### src/rtl/mouse_axis_emu_if.sv
// mouse_axis_emu_if
//   Bundles the host-side inputs (PS/2 mouse packet, real analog and digital
//   joystick, CPU halt, Y inversion) and the player-1 outputs to the core.
//
//   master : the host side (hps_io / testbench). It drives the inputs and
//            observes the outputs.
//   slave  : the mouse emulator. It consumes the inputs and drives the
//            outputs.
//
//   PS2_MOUSE  [24] toggle strobe, [23:16] dY, [15:8] dX, [7:0] flags
//   JOYA       real analog stick {Y[15:8], X[7:0]}, signed
//   JOY_IN     real digital joystick bits
//   CPU_HALT   high while the OSD or loader owns the machine
//   INVERT_Y   1 = subtract dY instead of adding it
//   AXIS_X/Y   signed axes to the core
//   JOY_OUT    digital bits to the core
//   EMU_ACTIVE 1 = mouse emulation currently owns player 1
interface mouse_axis_emu_if;
    logic [24:0] PS2_MOUSE;
    logic [15:0] JOYA;
    logic [20:0] JOY_IN;
    logic        CPU_HALT;
    logic        INVERT_Y;
    logic [7:0]  AXIS_X;
    logic [7:0]  AXIS_Y;
    logic [20:0] JOY_OUT;
    logic        EMU_ACTIVE;

    modport master (
        output PS2_MOUSE, JOYA, JOY_IN, CPU_HALT, INVERT_Y,
        input  AXIS_X, AXIS_Y, JOY_OUT, EMU_ACTIVE
    );

    modport slave (
        input  PS2_MOUSE, JOYA, JOY_IN, CPU_HALT, INVERT_Y,
        output AXIS_X, AXIS_Y, JOY_OUT, EMU_ACTIVE
    );
endinterface

### src/rtl/mouse_axis_emu.sv
// mouse_axis_emu
//   Turns PS/2 mouse movement into an emulated signed analog stick for
//   player 1 and maps the mouse buttons onto the player-1 fire bits.
//   Whenever the real analog stick leaves centre or the CPU is halted the
//   block hands player 1 back to the real controls (passthrough).
//
//   Pipeline:
//     E0  packet seen (strobe toggled): delta scaled, clamped, registered
//     E1  delta added to the saturating accumulators, emulation engaged
//     E2  output registers pick accumulator or passthrough values
//
//   Ports:
//     CLK      system clock
//     RESET_N  synchronous, active-low reset
//     bus      mouse_axis_emu_if.slave (see the interface for signal list)
//
//   Parameters:
//     DELTA_SHIFT   arithmetic right shift applied to every raw delta
//     DELTA_LIMIT   magnitude clamp on each scaled delta (1..127)
//     DECAY_EN      nonzero enables auto-centre while the mouse is idle
//     DECAY_PERIOD  cycles per one-step decay toward centre (>= 2)
module mouse_axis_emu #(
    parameter int DELTA_SHIFT  = 1,
    parameter int DELTA_LIMIT  = 10,
    parameter int DECAY_EN     = 0,
    parameter int DECAY_PERIOD = 1000000
) (
    input  logic            CLK,
    input  logic            RESET_N,
    mouse_axis_emu_if.slave bus
);

    localparam int                    CNT_W    = $clog2(DECAY_PERIOD);
    localparam logic [CNT_W-1:0]      CNT_LAST = CNT_W'(DECAY_PERIOD - 1);
    localparam logic signed [8:0]     LIM_POS  = 9'(DELTA_LIMIT);
    localparam logic signed [8:0]     LIM_NEG  = -LIM_POS;

    logic                    old_stb;
    logic                    v1;
    logic signed [8:0]       d1_x;
    logic signed [8:0]       d1_y;
    logic [1:0]              btn_latch;
    logic signed [7:0]       acc_x;
    logic signed [7:0]       acc_y;
    logic                    emu_active;
    logic [CNT_W-1:0]        decay_cnt;
    logic [7:0]              axis_x;
    logic [7:0]              axis_y;
    logic [20:0]             joy_out;

    logic                    pkt;
    logic                    release_req;
    logic                    decay_wrap;
    logic signed [8:0]       dy_eff;
    logic signed [9:0]       sum_x;
    logic signed [9:0]       sum_y;
    logic                    unused_flags;

    // Sign-extend the 8-bit magnitude with its flag bit, scale it down and
    // clamp it so that a single fast swipe cannot slam the stick.
    function automatic logic signed [8:0] scale_delta(input logic sign_bit,
                                                      input logic [7:0] mag);
        logic signed [8:0] raw;
        logic signed [8:0] shifted;
        raw     = {sign_bit, mag};
        shifted = raw >>> DELTA_SHIFT;
        if (shifted > LIM_POS)
            return LIM_POS;
        else if (shifted < LIM_NEG)
            return LIM_NEG;
        return shifted;
    endfunction

    // The sum is formed one bit wider than needed so it can be clipped
    // instead of wrapping from full right to full left.
    function automatic logic signed [7:0] sat8(input logic signed [9:0] sum);
        if (sum > 10'sd127)
            return 8'h7F;
        else if (sum < -10'sd128)
            return 8'h80;
        return sum[7:0];
    endfunction

    function automatic logic signed [7:0] toward_zero(input logic signed [7:0] v);
        if (v > 8'sd0)
            return v - 8'sd1;
        else if (v < 8'sd0)
            return v + 8'sd1;
        return v;
    endfunction

    assign pkt         = bus.PS2_MOUSE[24] != old_stb;
    assign release_req = (bus.JOYA != 16'h0000) || bus.CPU_HALT;
    assign dy_eff      = bus.INVERT_Y ? -d1_y : d1_y;
    assign sum_x       = 10'(acc_x) + 10'(d1_x);
    assign sum_y       = 10'(acc_y) + 10'(dy_eff);

    // A fresh packet restarts the idle period, so a packet landing on the
    // wrap cycle suppresses that decay step.
    assign decay_wrap  = (DECAY_EN != 0) && emu_active && !pkt &&
                         (decay_cnt == CNT_LAST);

    // Flag bits other than the signs and the two buttons carry nothing here.
    assign unused_flags = ^{bus.PS2_MOUSE[7:6], bus.PS2_MOUSE[3:2]};

    always_ff @(posedge CLK) begin
        if (!RESET_N) begin
            old_stb    <= bus.PS2_MOUSE[24];
            v1         <= 1'b0;
            d1_x       <= '0;
            d1_y       <= '0;
            btn_latch  <= 2'b00;
            acc_x      <= '0;
            acc_y      <= '0;
            emu_active <= 1'b0;
            decay_cnt  <= '0;
            axis_x     <= '0;
            axis_y     <= '0;
            joy_out    <= '0;
        end else begin
            old_stb <= bus.PS2_MOUSE[24];

            // Outputs follow the ownership decided on the previous edge, so
            // a release shows up as passthrough one edge later.
            if (emu_active) begin
                axis_x  <= acc_x;
                axis_y  <= acc_y;
                joy_out <= {bus.JOY_IN[20:6], btn_latch, bus.JOY_IN[3:0]};
            end else begin
                axis_x  <= bus.JOYA[7:0];
                axis_y  <= bus.JOYA[15:8];
                joy_out <= bus.JOY_IN;
            end

            if (pkt) begin
                d1_x      <= scale_delta(bus.PS2_MOUSE[4], bus.PS2_MOUSE[15:8]);
                d1_y      <= scale_delta(bus.PS2_MOUSE[5], bus.PS2_MOUSE[23:16]);
                btn_latch <= bus.PS2_MOUSE[1:0];
            end

            // Real controls win over anything in flight, including a packet
            // that is about to be accumulated this very cycle.
            if (release_req) begin
                acc_x      <= '0;
                acc_y      <= '0;
                emu_active <= 1'b0;
                v1         <= 1'b0;
                decay_cnt  <= '0;
            end else begin
                v1 <= pkt;

                if (v1) begin
                    acc_x      <= sat8(sum_x);
                    acc_y      <= sat8(sum_y);
                    emu_active <= 1'b1;
                end else if (decay_wrap) begin
                    acc_x <= toward_zero(acc_x);
                    acc_y <= toward_zero(acc_y);
                end

                if ((DECAY_EN == 0) || !emu_active || pkt || decay_wrap)
                    decay_cnt <= '0;
                else
                    decay_cnt <= decay_cnt + 1'b1;
            end
        end
    end

    assign bus.AXIS_X     = axis_x;
    assign bus.AXIS_Y     = axis_y;
    assign bus.JOY_OUT    = joy_out;
    assign bus.EMU_ACTIVE = emu_active;

endmodule

### src/flat_wrapper.sv
// flat-port wrapper written by rule: the top's interface ports become plain ports
module mouse_axis_emu_flat 
#(
    parameter int DELTA_SHIFT  = 1,
    parameter int DELTA_LIMIT  = 10,
    parameter int DECAY_EN     = 0,
    parameter int DECAY_PERIOD = 1000000
)
  (CLK, RESET_N, bus_PS2_MOUSE, bus_JOYA, bus_JOY_IN, bus_CPU_HALT, bus_INVERT_Y, bus_AXIS_X, bus_AXIS_Y, bus_JOY_OUT, bus_EMU_ACTIVE);
  mouse_axis_emu_if bus_i ();
  input  logic CLK;
  input  logic RESET_N;
  input wire logic [$bits(bus_i.PS2_MOUSE)-1:0] bus_PS2_MOUSE;
  input wire logic [$bits(bus_i.JOYA)-1:0] bus_JOYA;
  input wire logic [$bits(bus_i.JOY_IN)-1:0] bus_JOY_IN;
  input wire logic [$bits(bus_i.CPU_HALT)-1:0] bus_CPU_HALT;
  input wire logic [$bits(bus_i.INVERT_Y)-1:0] bus_INVERT_Y;
  output wire logic [$bits(bus_i.AXIS_X)-1:0] bus_AXIS_X;
  output wire logic [$bits(bus_i.AXIS_Y)-1:0] bus_AXIS_Y;
  output wire logic [$bits(bus_i.JOY_OUT)-1:0] bus_JOY_OUT;
  output wire logic [$bits(bus_i.EMU_ACTIVE)-1:0] bus_EMU_ACTIVE;
  assign bus_i.PS2_MOUSE = bus_PS2_MOUSE;
  assign bus_i.JOYA = bus_JOYA;
  assign bus_i.JOY_IN = bus_JOY_IN;
  assign bus_i.CPU_HALT = bus_CPU_HALT;
  assign bus_i.INVERT_Y = bus_INVERT_Y;
  assign bus_AXIS_X = bus_i.AXIS_X;
  assign bus_AXIS_Y = bus_i.AXIS_Y;
  assign bus_JOY_OUT = bus_i.JOY_OUT;
  assign bus_EMU_ACTIVE = bus_i.EMU_ACTIVE;
  mouse_axis_emu #(.DELTA_SHIFT(DELTA_SHIFT), .DELTA_LIMIT(DELTA_LIMIT), .DECAY_EN(DECAY_EN), .DECAY_PERIOD(DECAY_PERIOD)) u_core (.CLK(CLK), .RESET_N(RESET_N), .bus(bus_i));
endmodule
### config.mk
export PLATFORM = sky130hd
export DESIGN_NAME = mouse_axis_emu_flat
export DESIGN_NICKNAME = d
export VERILOG_FILES = /design/src/rtl/mouse_axis_emu_if.sv /design/src/rtl/mouse_axis_emu.sv /design/src/flat_wrapper.sv
export SDC_FILE = /design/constraint.sdc
export NUM_CORES = 1
export LEC_CHECK = 0
export ABC_AREA = 0
export BUFFER_PORTS_ARGS = -buffer_cell sky130_fd_sc_hd__buf_4
export CAP_MARGIN = 20
export CORE_UTILIZATION = 35
export CTS_BUF_LIST = sky130_fd_sc_hd__clkbuf_2 sky130_fd_sc_hd__clkbuf_4 sky130_fd_sc_hd__clkbuf_8
export CTS_CLUSTER_DIAMETER = 200
export DETAILED_ROUTE_END_ITERATION = 8
export HOLD_SLACK_MARGIN = 0.05
export PLACE_DENSITY = 0.61
export SYNTH_ARGS = -nofsm -noshare
export SYNTH_HDL_FRONTEND = slang
export SYNTH_SLANG_ARGS = --single-unit
### constraint.sdc
create_clock -name CLK -period 3.6 [get_ports CLK]
set_clock_uncertainty 0.2 [all_clocks]
set_input_delay 0.36 -clock CLK [delete_from_list [all_inputs] [get_ports CLK]]
set_output_delay 0.36 -clock CLK [all_outputs]
set_load 0.1 [all_outputs]
=== Word-level counts from Yosys, hierarchy flattened ===
Index checks and enable logic that the tools add are counted.

* Bitwise gates (word level): 1
* Muxes and demuxes: 34
* Order comparisons: 8
* Reduce and logical (&&, ||, !) cells: 3
* Add/sub/neg operators: 3
* Equality and inequality tests: 1

{| class="wikitable"
|+ Operators with widths
! cell !! number
|-
| 8-bit two-way mux || 8
|-
| 9-bit two-way mux || 7
|-
| 8-bit by 9-bit adder with 10-bit output || 2
|-
| 10-bit by 8-bit > comparator with 1-bit output (second input constant) || 2
|-
| 10-bit by 8-bit less-than comparator with 1-bit output (second input constant) || 2
|-
| 1-bit two-way mux || 18
|-
| 8-bit by 5-bit > comparator with 1-bit output (second input constant) || 2
|-
| 8-bit by 5-bit less-than comparator with 1-bit output (second input constant) || 2
|-
| 16-bit nonzero test || 1
|-
| 9-bit negator || 1
|-
| 6-bit two-way mux || 1
|-
| 2-bit OR reduction || 1
|-
| 1-bit logical OR || 1
|-
| 1-bit != test || 1
|-
| 1-bit NOT || 1
|}

* Register bits after elaboration: 76
* Word-level logic and storage cells: 61
* Output and inout port bits: 38

=== Longest topological paths before layout ===
* Word-level depth: 10
* Gate-level depth with buffers: 13
* Gate-level depth less buffers: 12

=== Least setup slack after synthesis ===
No wires, ideal clock.

* Path type: register to register
* Start point: reg u_core.d1_y[0]
* End point: reg u_core.acc_y[6]
* Setup slack: 678 ps
* Period minus slack after synthesis: 2922 ps
* Data required time: 3269 ps
* Stages on the path, launching flop included: 14
* Arrival: 2590 ps
* Path buffers: 1
* Cells stage by stage: dfxtp_1 inv_1 ha_1 nand2b_1 o41ai_1 xnor2_1 ha_1 a2111oi_4 o21ai_2 a211oi_1 and4b_1 clkbuf_1 o2111ai_1 o211ai_1

* Cells in the longest elaborated chain, start to end: 10
* Elaborated cells on any way between the ends: 12

{| class="wikitable"
|+ Ends and longest elaborated chain
! element !! line !! RTL
|-
| start: declaration || mouse_axis_emu.sv:41 || <nowiki>logic signed [8:0] d1_y;</nowiki>
|-
| start signal: assignment || mouse_axis_emu.sv:137 || <nowiki>d1_y <= scale_delta(bus.PS2_MOUSE[5], bus.PS2_MOUSE[23:16]);</nowiki>
|-
| 9-bit negator || mouse_axis_emu.sv:94 || <nowiki>assign dy_eff = bus.INVERT_Y ? -d1_y : d1_y;</nowiki>
|-
| 9-bit two-way mux * || mouse_axis_emu.sv:94 ||
|-
| 8-bit by 9-bit adder with 10-bit output * || mouse_axis_emu.sv:96 || <nowiki>assign sum_y = 10'(acc_y) + 10'(dy_eff);</nowiki>
|-
| 10-bit by 8-bit less-than comparator with 1-bit output || mouse_axis_emu.sv:79 || <nowiki>else if (sum < -10'sd128)</nowiki>
|-
| 1-bit two-way mux || mouse_axis_emu.sv:79 ||
|-
| 1-bit two-way mux || mouse_axis_emu.sv:77 || <nowiki>if (sum > 10'sd127)</nowiki>
|-
| 1-bit two-way mux || mouse_axis_emu.sv:152 || <nowiki>if (v1) begin</nowiki>
|-
| 1-bit two-way mux || mouse_axis_emu.sv:143 || <nowiki>if (release_req) begin</nowiki>
|-
| 1-bit two-way mux || mouse_axis_emu.sv:107 || <nowiki>if (!RESET_N) begin</nowiki>
|-
| 8-bit two-way mux * || mouse_axis_emu.sv:81 || <nowiki>return sum[7:0];</nowiki>
|-
| end signal: assignment || mouse_axis_emu.sv:154 || <nowiki>acc_y <= sat8(sum_y);</nowiki>
|-
| end signal: assignment || mouse_axis_emu.sv:158 || <nowiki>acc_y <= toward_zero(acc_y);</nowiki>
|-
| end: declaration || mouse_axis_emu.sv:44 || <nowiki>logic signed [7:0] acc_y;</nowiki>
|}

Every way passes the cells marked *; elsewhere a longest branch is shown, timed or not. The select of a mux whose other input is x is not followed.
A chain may end at the register's enable or synchronous reset.

=== Worst setup path after layout ===
* Start point: reg u_core.d1_y[0]
* End point: reg u_core.acc_y[0]

The elaborated chain is that of the path after synthesis.

==> impl_metrics.yaml <==
status:
  outcome: "finished, final reports clean"
critical_path:
  worstSetupPathDepth: 12
  crit_path_max_incr_delay_ps: 410
  crit_start: "u_core.d1_y[0]"
  crit_path_max_fanout: 7
  worst_setup_path_start_kind: "flop"
  crit_end: "u_core.acc_y[0]"
  reg2reg_slack_ps: 320
  rr_startpoint: "u_core.d1_y[0]"
  cp.buffers_inverters: 1
  r2r-end: "u_core.acc_y[0]"
  worstPathArrival_ps: 3300
  worstPathCellList: "inv_1 -> ha_1 -> nand2b_1 -> o41ai_1 -> xnor2_1 -> ha_1 -> a2111oi_4 -> o21ai_2 -> and2_4 -> o22a_1 -> nor2_1 -> o221ai_1"
  critPathCaptureType: "flop"
  crit_path_top_delay_cell: "a2111oi_4"
  critPathTopFamily: "compound AO/OA/AOI/OAI gates"
  crit_path_frequent_cell: "ha_1"
  crit_required_ps: 3620
  critical_path_class: "flop to flop"
  reg2reg_depth: 12
layout:
  fillers: 980
  finalNetCount: 615
  synthToLayoutAreaGrowth_pct: 33.95
  final_core_util: 0.4830
  final_cells: 670
  n_antenna_cell: 0
  layout-drive-gt1-share: 0.2378
cts:
  clk_pin_slew_ps: 90
  clock_sinks: 74
  cts_tree: "yes"
  htree_levels: 3
  clk-insertion-delay-late_ps: 350
  ctsResizeCount: 0
  postCtsSetupBuffers: 0
  cts_buffer_depth: 2
  root_buffer: "clkbuf_8"
  cts_made_buffers: 9
pwr:
  leakagePower_nw: 2.034
  power.density_cell_area_nw_per_um2: 403.6
  power_mw: 2.012
  irDropWorstVdd_v: 0.0002101
detailed_routing:
  ant_nets: 0
  wirelength_um: 9028
  drt_first_iter_violations: 133
  via_count: 3319
  drt-pass1-iter-count: 5
  drt-wirelength-per-cell_um: 13.47
  viasPerCell: 4.954
  drc: 0
floorplanning:
  fp.dieH_um: 105.1
  coreArea_sq_um: 10320
  dieArea_sq_um: 11050
  start_util: 0.3606
  num_rows: 37
  io_pins: 104
  die_x_um: 105.1
global_route:
  grt_max_degree: 56
  antenna_found_initial: 0
  grt_pass1_wl_um: 15080
  overflow: 0
  grt.total_usage: 0.1706
  grt_pass1_vias: 3194
yosys:
  syn-cell-area_sq_um: 3722
  synthTopCellsByCount: "dfxtp_1, nand2_1, o21ai_0"
  synth_seq_cells: 74
  post-synth-top-area-cell: "dfxtp_1"
  syn_nets: 498
  synth_ff_type: "dfxtp_1"
  yosys_warnings: 0
  ys_top_cells_by_area: "dfxtp_1, ha_1, mux2i_1, nor2b_1, o21ai_0"
  synth_edf_count: 0
  syn_area_per_cell_sq_um: 9.035
  ys_types: 58
  yosysMostFrequentCell: "dfxtp_1"
  seq_area_frac_synth: 0.3980
  yosysTopAreaCellShare: 0.3980
  synth_cells: 412
  async_flop_share: 0
timing:
  slew-limit-headroom: 0.4937
  rsz0062_at_grt: "no"
  setup_tns_ps: 0
  worstMarginPinSlew_ps: 758.5
  setup_violations: 0
  finalCritPeriodShare: 0.9108
  drv_slew: 0
  max_clock_freq_mhz: 305.0
  hold_viol: 0
  fin_crit_ps: 3279
placed_design:
  dp_hpwl_um: 6659
  gp_congestion: 0.8767
  placed_cells: 634
  numPortBuffers: 97
flow_run:
  max_cap_violations: 0
worst_hold_path:
  min_path_type: "input pin to flop"
-- registers in the layout, summed over array words and instances (netlist names), 2 cells and up --
name                count
u_core.acc_x            8
u_core.acc_y            8
u_core.btn_latch        2
u_core.bus.AXIS_X       8
u_core.bus.AXIS_Y       8
u_core.bus.JOY_OUT     21
u_core.d1_x             8
u_core.d1_y             8
-- worst reg2reg max path, cell delays in order, from the launching register on --
cell and delay [ps]:
dfxtp_1 360, inv_1 80, ha_1 160, nand2b_1 100, o41ai_1 310, xnor2_1 120, ha_1 400, a2111oi_4 410
o21ai_2 160, and2_4 200, o22a_1 240, nor2_1 270, o221ai_1 150
-- worst min-delay path by stage --
stage / start / endpoint / slack, ps / depth (start not counted)
6_report: bus_PS2_MOUSE[10] / u_core.d1_x[1] / 60 / 3
4_1_cts: bus_PS2_MOUSE[10] / u_core.d1_x[1] / 50 / 3
3_5_place_dp: u_core.btn_latch[0] / u_core.btn_latch[0] / 250 / 2
5_1_grt: bus_PS2_MOUSE[11] / u_core.d1_x[2] / 60 / 3
3_3_place_gp: u_core.btn_latch[1] / u_core.btn_latch[1] / 250 / 2
2_1_floorplan: bus_PS2_MOUSE[24] / u_core.old_stb / 190 / 0
-- power by group --
part | switching, mW | internal [mW]
clock | 0.334 | 0.325
sequential | 0.0189 | 0.857
combinational | 0.307 | 0.171
total | 0.660 | 1.35
-- metal layers --
| metal | vias to the layer above | routed length, um | track usage |
|---|---|---|---|
| li1 | 1711 | - | - |
| met1 | 1493 | 4436 | 0.2283 |
| met2 | 105 | 3964 | 0.2673 |
| met3 | 10 | 522 | 0.04616 |
| met4 | 0 | 104 | 0.05131 |
| met5 | - | 0 | 0 |
-- through the flow --
step | worst slack, ps | hold WS (ps) | area, sq um
global placement | 458.3 | 248.3 | 4586
CTS | 328.8 | 51.22 | 4986
global route | 129.0 | 61.73 | 4986
finish | 321.0 | 59.95 | 4986
detailed placement | 311.3 | 254.9 | 4586
floorplan | 678.5 | 187.7 | 3722
-- cell usage in the layout, fill, tap and decap left out, drive strengths merged, types with 3 or more instances in the layout --
cell,n
a2111oi,5
a211oi,3
a21boi,12
a21o,3
a21oi,22
a31oi,3
and2,21
buf,101
clkbuf,9
dfxtp,74
dlygate4sd3,20
ha,18
inv,15
mux2i,19
nand2,36
nand2b,10
nand3,6
nor2,23
nor2b,26
nor3,4
nor4,4
o211ai,8
o21a,4
o21ai,33
o221ai,6
or3,5
xnor2,10
-- area by class of cell --
class,instances,area (sq um),area share
flip-flops and latches,74,1481,0.2971
well taps,136,170.2,0.03413
clock inverters,7,76.32,0.01531
multi-input cells,310,2127,0.4266
inverters,13,48.80,0.009787
clock buffers,9,123.9,0.02484
repair buffers,121,958.4,0.1922
-- kinds of logic after synthesis --
kind of cell    share of synthesized area
xor+xnor                          0.02824
flops                              0.3980
simple gates                       0.2061
fa+ha+maj                         0.07126
buf+inv                           0.03059
mux                               0.05109
compound gates                     0.2148
-- what timing repair did --
action | in CTS | in global routing
endpoints found under the hold margin | 20 | 0
endpoints found under the setup margin | 0 | 0
hold buffers | 20 | 0
(Power assumes the default switching activity.)
